### src/rtl/fetch_sequencer.sv
// Program counter and next-address unit: sequential, conditional branch, jump,
// call and return with an internal return-address stack.
module fetch_sequencer #(
  parameter int unsigned            ADDR_W      = 12,
  parameter int unsigned            INSTR_W     = 19,
  parameter int unsigned            STACK_DEPTH = 8,
  parameter logic [ADDR_W-1:0]      RESET_PC    = '0,
  localparam int unsigned           PtrW        = $clog2(STACK_DEPTH),
  localparam int unsigned           DepthW      = PtrW + 1
) (
  input  logic               clk,
  input  logic               rst,
  input  logic               stall,
  input  logic [INSTR_W-1:0] instruction,
  input  logic               zero_flag,
  input  logic               carry_flag,
  output logic [ADDR_W-1:0]  pc,
  output logic [DepthW-1:0]  stack_depth,
  output logic               stack_error
);

  localparam logic [DepthW-1:0] DepthFull = DepthW'(STACK_DEPTH);

  logic [ADDR_W-1:0] pc_q, pc_d;
  logic [DepthW-1:0] depth_q, depth_d;
  logic              err_q, err_d;
  logic [ADDR_W-1:0] stack_q [STACK_DEPTH];

  logic [ADDR_W-1:0] seq, offset, target;
  logic [PtrW-1:0]   push_idx, pop_idx;
  logic              is_branch, is_flow, taken, push_en;
  logic [1:0]        fn;

  assign seq       = pc_q + 1'b1;
  assign offset    = {{(ADDR_W-8){instruction[7]}}, instruction[7:0]};
  assign target    = instruction[11:0];
  assign fn        = instruction[13:12];
  assign is_branch = (instruction[18:16] == 3'b101);
  assign is_flow   = (instruction[18:14] == 5'b11101);
  assign push_idx  = depth_q[PtrW-1:0];
  assign pop_idx   = PtrW'(depth_q - 1'b1);

  always_comb begin
    taken = 1'b0;
    unique case (instruction[15:14])
      2'b00: taken = zero_flag;
      2'b01: taken = ~zero_flag;
      2'b10: taken = carry_flag;
      2'b11: taken = ~carry_flag;
      default: taken = 1'b0;
    endcase
  end

  always_comb begin
    pc_d    = pc_q;
    depth_d = depth_q;
    err_d   = err_q;
    push_en = 1'b0;
    if (!stall) begin
      pc_d = seq;
      if (is_branch) begin
        if (taken) pc_d = seq + offset;
      end else if (is_flow) begin
        unique case (fn)
          2'b11: pc_d = target;
          2'b00: begin
            // A call on a full stack still jumps; only the push is lost.
            pc_d = target;
            if (depth_q == DepthFull) begin
              err_d = 1'b1;
            end else begin
              push_en = 1'b1;
              depth_d = depth_q + 1'b1;
            end
          end
          2'b01: begin
            if (depth_q == '0) begin
              err_d = 1'b1;
            end else begin
              pc_d    = stack_q[pop_idx];
              depth_d = depth_q - 1'b1;
            end
          end
          default: pc_d = seq;
        endcase
      end
    end
  end

  always_ff @(posedge clk or negedge rst) begin
    if (!rst) begin
      pc_q    <= RESET_PC;
      depth_q <= '0;
      err_q   <= 1'b0;
    end else begin
      pc_q    <= pc_d;
      depth_q <= depth_d;
      err_q   <= err_d;
    end
  end

  // Stack contents need no reset: depth alone defines what is valid.
  always_ff @(posedge clk) begin
    if (push_en) stack_q[push_idx] <= seq;
  end

  assign pc          = pc_q;
  assign stack_depth = depth_q;
  assign stack_error = err_q;

endmodule

### config.mk
export PLATFORM = sky130hd
export DESIGN_NAME = fetch_sequencer
export DESIGN_NICKNAME = d
export VERILOG_FILES = /design/src/rtl/fetch_sequencer.sv
export SDC_FILE = /design/constraint.sdc
export NUM_CORES = 1
export LEC_CHECK = 0
export BUFFER_PORTS_ARGS = -buffer_cell sky130_fd_sc_hd__buf_2
export CAP_MARGIN = 20
export CORE_ASPECT_RATIO = 0.7
export CORE_MARGIN = 5
export CORE_UTILIZATION = 45
export CTS_BUF_LIST = sky130_fd_sc_hd__clkbuf_2 sky130_fd_sc_hd__clkbuf_4 sky130_fd_sc_hd__clkbuf_8
export CTS_CLUSTER_SIZE = 24
export DETAILED_ROUTE_END_ITERATION = 10
export HOLD_SLACK_MARGIN = 0.08
export MAX_ROUTING_LAYER = met4
export PLACE_DENSITY = 0.72
export SYNTH_ARGS = -nofsm -noshare
export SYNTH_HDL_FRONTEND = slang
export SYNTH_SLANG_ARGS = --single-unit
export TNS_END_PERCENT = 20
### constraint.sdc
create_clock -name clk -period 2.9 [get_ports clk]
set_input_delay 0.145 -clock clk [delete_from_list [all_inputs] [get_ports clk]]
set_output_delay 0.145 -clock clk [all_outputs]
set_load 0.01 [all_outputs]
* Word-level counts from Yosys, hierarchy flattened
Memories as Yosys holds them, arrays and structs flattened. Index checks and enable logic that the tools add are counted.
Word-level totals: flip-flop bits (word level) 17, RAM bits 96, output and inout bits 17, memories 1, word-level logic and storage cells 50
Operators by class: bitwise gates (word level) 4, reductions and logical operators 7, equal/unequal tests 12, add/subtract/negate cells 4, muxes and demuxes 19
Memory list:
- stack_q | depth 8, bits a word 12, rd ports 1, clocked after Yosys merged registers in 0, wr ports 1, line 27 | logic [ADDR_W-1:0] stack_q [STACK_DEPTH];
Operator list (count):
- 12-bit 2-to-1 mux | 4
- 12-bit case mux with 2 select lines | 1
- 12-bit by 1-bit adder with 12-bit output (second input constant) | 1
- 12-bit adder | 1
- 6-bit AND reduction | 2
- 1-bit 2-to-1 mux | 9
- 4-bit 2-to-1 mux | 2
- 2-bit != test (second input constant) | 4
- 4-bit case mux with 2 select lines | 1
- 2-bit == test (second input constant) | 3
- 5-bit == test (second input constant) | 1
- 4-bit by 1-bit adder with 4-bit output (second input constant) | 1
- 2-bit by 1-bit == test with 1-bit output (second input constant) | 2
- 4-bit == test (second input constant) | 1
- 2-bit logical NOT | 2
- 4-bit logical NOT | 1
- 1-bit inverter | 4
- 1-bit case mux with 4 select lines | 1
- 4-bit by 1-bit subtractor with 4-bit output (second input constant) | 1
- 3-bit == test (second input constant) | 1
- 1-bit case mux with 2 select lines | 1
- 2-bit nonzero test | 1
- 2-bit OR reduction | 1

* Logic depth before layout (Yosys ltp)
Gate-level depths: netlist of run 1.
depth after elaboration 8, mapped depth 12, gate-level depth less buffers 12

* Worst setup path after synthesis of run 1
OpenSTA, ideal clock, no wires.
kind reg2reg, start register pc_q[0] (netlist: pc[0]), end register pc_q[11] (netlist: pc[11]), arrival 2924 ps, path buffers 0, required time 2758 ps, period minus slack after synthesis 3065 ps, stages on the path, launching flop included 13, path slack -165 ps, cells stage by stage dfrtp_1 ha_1 nand3_1 nor2_1 xor2_1 ha_1 a2111oi_2 o21ai_1 a41oi_2 o2111ai_1 o311ai_1 xnor2_1 a21oi_1
Between the ends: elaborated cells on any way between the ends 7, those cells by class add/sub (2); mux (5)
RTL lines:
- from (decl) | line 24 | logic [ADDR_W-1:0] pc_q, pc_d;
- from (signal assigned) | line 96 | pc_q <= pc_d;
- 12-bit by 1-bit adder with 12-bit output | line 34 | assign seq = pc_q + 1'b1;
- named net seq[6] | line 29 | logic [ADDR_W-1:0] seq, offset, target;
- 12-bit adder | line 62 | if (taken) pc_d = seq + offset;
- 12-bit 2-to-1 mux | line 62
- 12-bit 2-to-1 mux | line 61 | if (is_branch) begin
The timed path passes the listed nets, and every way through them passes these cells. A chain may end at the register's enable or synchronous reset.

* Worst setup path in the final report of run 1
Ends and elaborated chain as after synthesis.

==> out/metrics.csv, run 1 <==
metric,value,unit
status,finished clean,
vias in the first global route,3631,
# H-tree levels,4,
pins over their slew limit,0,
IO Port Bufs,40,
initial antenna violation count,0,
"area leader, netlist",edfxtp_1,
critical path peak fanout,4,
"Setup violations, final",0,
CP Capture Type,flip-flop,
HP Start,instruction[9],
worst setup path end,pc[11],
Fill cells,991,
pre-CTS WS,0.0434,ns
clk slew on worst S/H paths,0.07,ns
WP data required,3.18,ns
Hold Path Class,input port to flip-flop,
cts bufs inserted,17,
Synth top area share,51.8,%
CP Class,flip-flop to flip-flop,
#FFs+latches synth,113,
Avg Vias per Cell,5.81,
later-pin clock latency in the skew report,0.43,ns
Critical R2R Launch,pc[0],
Post-Syn Area,5560,um2
"top cells by count, synth","96 x edfxtp_1, 24 x mux4_2, 24 x nor2_1, 22 x nand2_1, 20 x ha_1",
Rel. slew slack,44.1,%
most common cell in the netlist,edfxtp_1,
core area,12300,um2
Top Ports,41,
row cnt,34,
Worst setup SP type,flip-flop,
CTS tree,yes,
Die X,143,um
CTS max path bufs,2,
area of the multi-input gates,2190,um2
n_diodes,0,
Chip Height,103,um
WL/cell,21.9,um
Post-synth EDFFs,96,
part of the Yosys area used for sequential elements,59.5,%
share of layout cells above drive strength 1,31.1,%
top post-synthesis cells by area,"edfxtp_1 52%, mux4_2 9.7%, dfrtp_1 7.6%, ha_1 4.5%, mux2i_1 2.5%",
cell area after placement,6180,um2
die area,14700,um2
Final Hold Fails,0,
Final Cell Area,6660,um2
first-pass GRT wire length,21.3,mm
Area Growth Syn to Fin,19.6,%
gpl congestion,0.862,
Yosys cell types,56,
post-route setup slack,0.148,ns
detailed-route wire length,13.9,mm
CP Data Arrival Time,3.03,ns
Sequential Area,3310,um2
Pleak,2.48,nW
final worst-path cycle share,94.9,%
Final nets,504,
Max-cap violations,0,
Mean Syn Cell Area,14.7,um2
VDD IR max,410,uV
PD cells,766,nW/um2
R2R Setup Slk,0.15,ns
Mapped Nets,423,
worst hold path depth,4,
DRT iter0 DRCs,400,
remaining antenna violation count,0,
Overall Global Routing Usage,20.5,%
critical path startpoint,pc[0],
Starting Density,45.4,%
vias,3683,
synth warn,0,
Clock Skew,0.0121,ns
R2R Path End,pc[11],
fin crit period,2.75,ns
global route overflow,0,
drt drc,0,
"Async S/R FF share, synth",15.0,%
largest net degree at the start of global routing,26,
drt first pass iters,6,
Worst R2R Path Depth,12,
clock root cell,clkbuf_8,
Gate Count Post-Synth,378,
f_max,0.363,GHz
worst-margin pin slew,0.832,ns
ys flop type,edfxtp_1,
DP Wirelength,9.58,mm
clock sinks,113,
how the worst min path moves through the flow:
| stage | to | slack [ns] |
|---|---|---|
| after detailed placement | stack_depth[3] | 0.11 |
| after CTS | pc[9] | 0.11 |
| after global routing | pc[9] | 0.12 |
| final | pc[9] | 0.12 |
| after global placement | stack_depth[3] | 0.11 |
| after floorplan | pc[0] | -0.15 |
cells by family (layout without fill, tap and decap cells):
kind of cell / Yosys count / count (layout) / synth area share [%]
buffers and inverters: 25 / 119 / 2.20
AOI/OAI and AO/OA: 76 / 76 / 10.2
DFF: 113 / 113 / 59.5
and+or+nand+nor: 78 / 78 / 6.70
xor gates and xnor gates: 26 / 26 / 4.09
muxes: 39 / 39 / 12.4
adders and majority gates: 21 / 21 / 4.86
registers in the layout, summed over array words and instances, names as in the netlist:
| register | cells |
|---|---|
| stack_q | 96 |
| stack_depth | 4 |
| pc | 12 |
| stack_error | 1 |
per-stage QoR:
step                      power [mW]  hold WS (ns)  cells  utilization [%]  TNS [ns]
after global placement          3.54         0.106    598             50.5         0
after CTS                       5.08         0.108    633             54.0         0
final                           5.10         0.121    634             54.3         0
after detailed placement        3.57         0.113    598             50.5         0
after floorplan                 3.02        -0.151    378                -         0
after global routing            5.33         0.118    634             54.3   -0.0139
cells in the final DEF (no fill, tap or decap), types with 6 or more instances in the layout:
cell       synthesis  layout
ha_1              20      19
mux2i_1           14      14
xor2_1            11       9
edfxtp_1          96      96
buf_4              3      31
o2bb2ai_1         10      10
nor2_1            24      23
clkbuf_8           0      17
dfrtp_1           17      16
o21ai_0            7       6
a21oi_1           14      14
xnor2_1           15      14
nand2_1           22      22
buf_2              2      40
mux4_2            24      24
inv_1             10      10
nand2b_1           6       6
a21o_1             6       6
report_power, final:
part	internal [mW]	switching, mW
clock network	0.855	0.665
logic	0.708	0.872
registers	1.93	0.0669
total	3.49	1.60
final cells by class:
| type | count | area share (%) |
|---|---|---|
| repair buffers | 76 | 7.56 |
| flip-flops and latches | 113 | 49.7 |
| well taps | 162 | 3.05 |
| clock inverters | 14 | 2.50 |
| clock buffers | 18 | 3.63 |
| multi-input cells | 240 | 32.9 |
| inverters | 11 | 0.620 |
repair_timing:
action / 4_1_cts / 5_1_grt
hold buffers: 3 / 0
hold endpoints to repair: 19 / 0
endpoints found under the setup margin: 0 / 1
setup buffers: 0 / 1
resized for setup: 0 / 5
worst max-delay path: stages (launching register included):
cell,delay (ns)
dfrtp_1,0.35
buf_4,0.13
and4_1,0.30
nand2_1,0.14
xnor2_2,0.26
ha_1,0.29
a21oi_1,0.10
o21ai_1,0.14
a41oi_2,0.18
buf_4,0.17
o311ai_1,0.31
xnor2_1,0.16
a21oi_1,0.08
metal layers:
metal,track usage [%],vias to the layer above,wire length (um)
li1,-,1655,-
met1,29.4,1847,6400
met2,29.3,169,6040
met3,5.33,12,1320
met4,4.97,0,108
met5,-,-,0
Note: power is estimated with default switching activity, not from simulation.
==> inputs of run 2 (changes only) <==
Settings changed: CORE_ASPECT_RATIO 0.7 to 1.1, CORE_UTILIZATION 45 to 40, PLACE_DENSITY 0.72 to 0.66.
==> out/metrics.csv, run 2 (same netlist as run 1, synthesis figures left out) <==
metric,value,unit,change
DRT iter0 DRCs,342,,-14%
largest net degree at the start of global routing,29,,+12%
dpl cells,623,,+4.2%
worst-margin pin slew,0.496,ns,-0.336 ns
Pleak,2.46,nW,-0.65%
Min Hold Slack,0.109,ns,-0.0122 ns
RSZ-0062 raised after global routing,no,,
row cnt,45,,+32%
Fin Setup TNS,0,ns,unchanged
drt first pass iters,5,,-1
CTS tree,yes,,
critical path startpoint,pc[1],,
DP Wirelength,9.16,mm,-4.4%
fin crit period,2.71,ns,-0.0402 ns
Max-cap violations,0,,unchanged
drt drc,0,,unchanged
n_diodes,0,,unchanged
CP Capture Type,flip-flop,,
Rel. slew slack,67.0,%,+23 points
later-pin clock latency in the skew report,0.43,ns,about the same
Hold Path Class,input port to flip-flop,,
WL/cell,20.5,um,-6.2%
register with the most flip-flops,stack_q,,
# H-tree levels,4,,unchanged
vias in the first global route,3693,,+1.7%
die area,16400,um2,+11%
Final Non-Filler Cells,659,,+3.9%
clk slew on worst S/H paths,0.07,ns,about the same
Avg Vias per Cell,5.40,,-7.1%
first-pass GRT wire length,21.3,mm,+0.39%
detailed-route wire length,13.5,mm,-2.5%
Critical R2R Launch,pc[1],,
vias,3556,,-3.4%
"Setup violations, final",0,,unchanged
R2R Path End,pc[11],,
pre-CTS WS,0.173,ns,+0.130 ns
Die X,122,um,-14%
R2R Setup Slk,0.19,ns,+0.04 ns
IO Port Bufs,40,,unchanged
cts bufs inserted,17,,unchanged
CP Data Arrival Time,3.02,ns,about the same
Worst R2R Path Depth,12,,unchanged
initial antenna violation count,0,,unchanged
critical path peak fanout,5,,+1
"commonest non-fill, non-tap cells in the layout","96 x edfxtp_1, 40 x buf_2, 29 x buf_4",,
"most common cell after layout, fill and taps aside",edfxtp_1,,
PD cells,743,nW/um2,-3.0%
final worst-path cycle share,93.5,%,-1.4 points
share of layout cells above drive strength 1,29.5,%,-1.6 points
worst setup path end,pc[11],,
VDD IR max,270,uV,-34%
Area Growth Syn to Fin,19.3,%,
remaining antenna violation count,0,,unchanged
post-route setup slack,0.188,ns,+0.0402 ns
clock root cell,clkbuf_8,,
Chip Height,134,um,+30%
global route overflow,0,,unchanged
Top Ports,41,,unchanged
max reg flops,96,,unchanged
status,finished clean,,
Final Hold Fails,0,,unchanged
CP Class,flip-flop to flip-flop,,
pins over their slew limit,0,,unchanged
core area,13700,um2,+12%
Clock Skew,0.0149,ns,+0.00282 ns
Final nets,503,,-0.20%
Starting Density,40.5,%,-4.9 points
CTS max path bufs,2,,unchanged
clock sinks,113,,unchanged
f_max,0.369,GHz,+1.5%
gpl congestion,0.871,,+1.1%
Worst setup SP type,flip-flop,,
Overall Global Routing Usage,18.3,%,-2.2 points
WP data required,3.21,ns,+0.03 ns
HP Start,instruction[0],,
run 2: changes by cell type in the layout (fill, tap and decap cells not counted), sizes merged:
cell / change
clkinvlp: -1
buf: -2
clkinv: +2
clkbuf: -1
dlygate4sd3: +1
run 2: layout make-up:
class / count / area (um2)
clock buffers: 17 / 234
multi-input cells: 240 / 2170
flip-flops and latches: 113 / 3310
repair buffers: 75 / 498
fillers: 1223 / 7100
well taps: 188 / 235
clock inverters: 15 / 149
inverters: 11 / 41.3
run 2: metal layers:
metal / wire length [um] / share of wire [%] / GRT usage [%]
met5: 0 / 0 / -
met4: 349 / 2.6 / 7.47
met3: 732 / 5.4 / 4.03
met2: 6760 / 50 / 29.1
met1: 5670 / 42 / 22.7
run 2: critical path: stages (launching register included):
cell and delay, ns:
dfrtp_1 0.36, ha_1 0.19, nand3_2 0.09, nor2_2 0.16, xor2_2 0.19, ha_1 0.33, a2111oi_2 0.37, o21ai_1 0.18
a41oi_2 0.24, o2111ai_1 0.13, o311ai_1 0.12, xnor2_1 0.16, a21oi_1 0.08
run 2: per-stage QoR:
stage | total power, mW | cell area, um2 | util, %
floorplan | 3.02 | 5580 | -
global placement | 3.49 | 6210 | 45.2
detailed placement | 3.51 | 6210 | 45.2
CTS | 4.96 | 6630 | 48.3
global route | 5.19 | 6640 | 48.3
finish | 4.93 | 6640 | 48.3
run 2: report_power, final:
| part | switching [mW] | internal [mW] |
|---|---|---|
| Sequential | 0.0770 | 1.93 |
| Combinational | 0.803 | 0.673 |
| Clock | 0.623 | 0.825 |
| Total | 1.50 | 3.43 |
run 2: how the worst min path moves through the flow:
stage / endpoint / cells after the start
finish: pc[0] / 3
global route: pc[2] / 3
CTS: pc[0] / 3
detailed placement: stack_depth[1] / 1
global placement: stack_depth[2] / 1
floorplan: pc[0] / 0
run 2: repair_timing:
| action | 4_1_cts | 5_1_grt |
|---|---|---|
| hold buffers | 4 | 0 |
| gates resized for setup | 0 | 1 |
| setup endpoints to repair | 0 | 1 |
| hold endpoints to repair | 20 | 0 |
| buffers inserted | 0 | 0 |
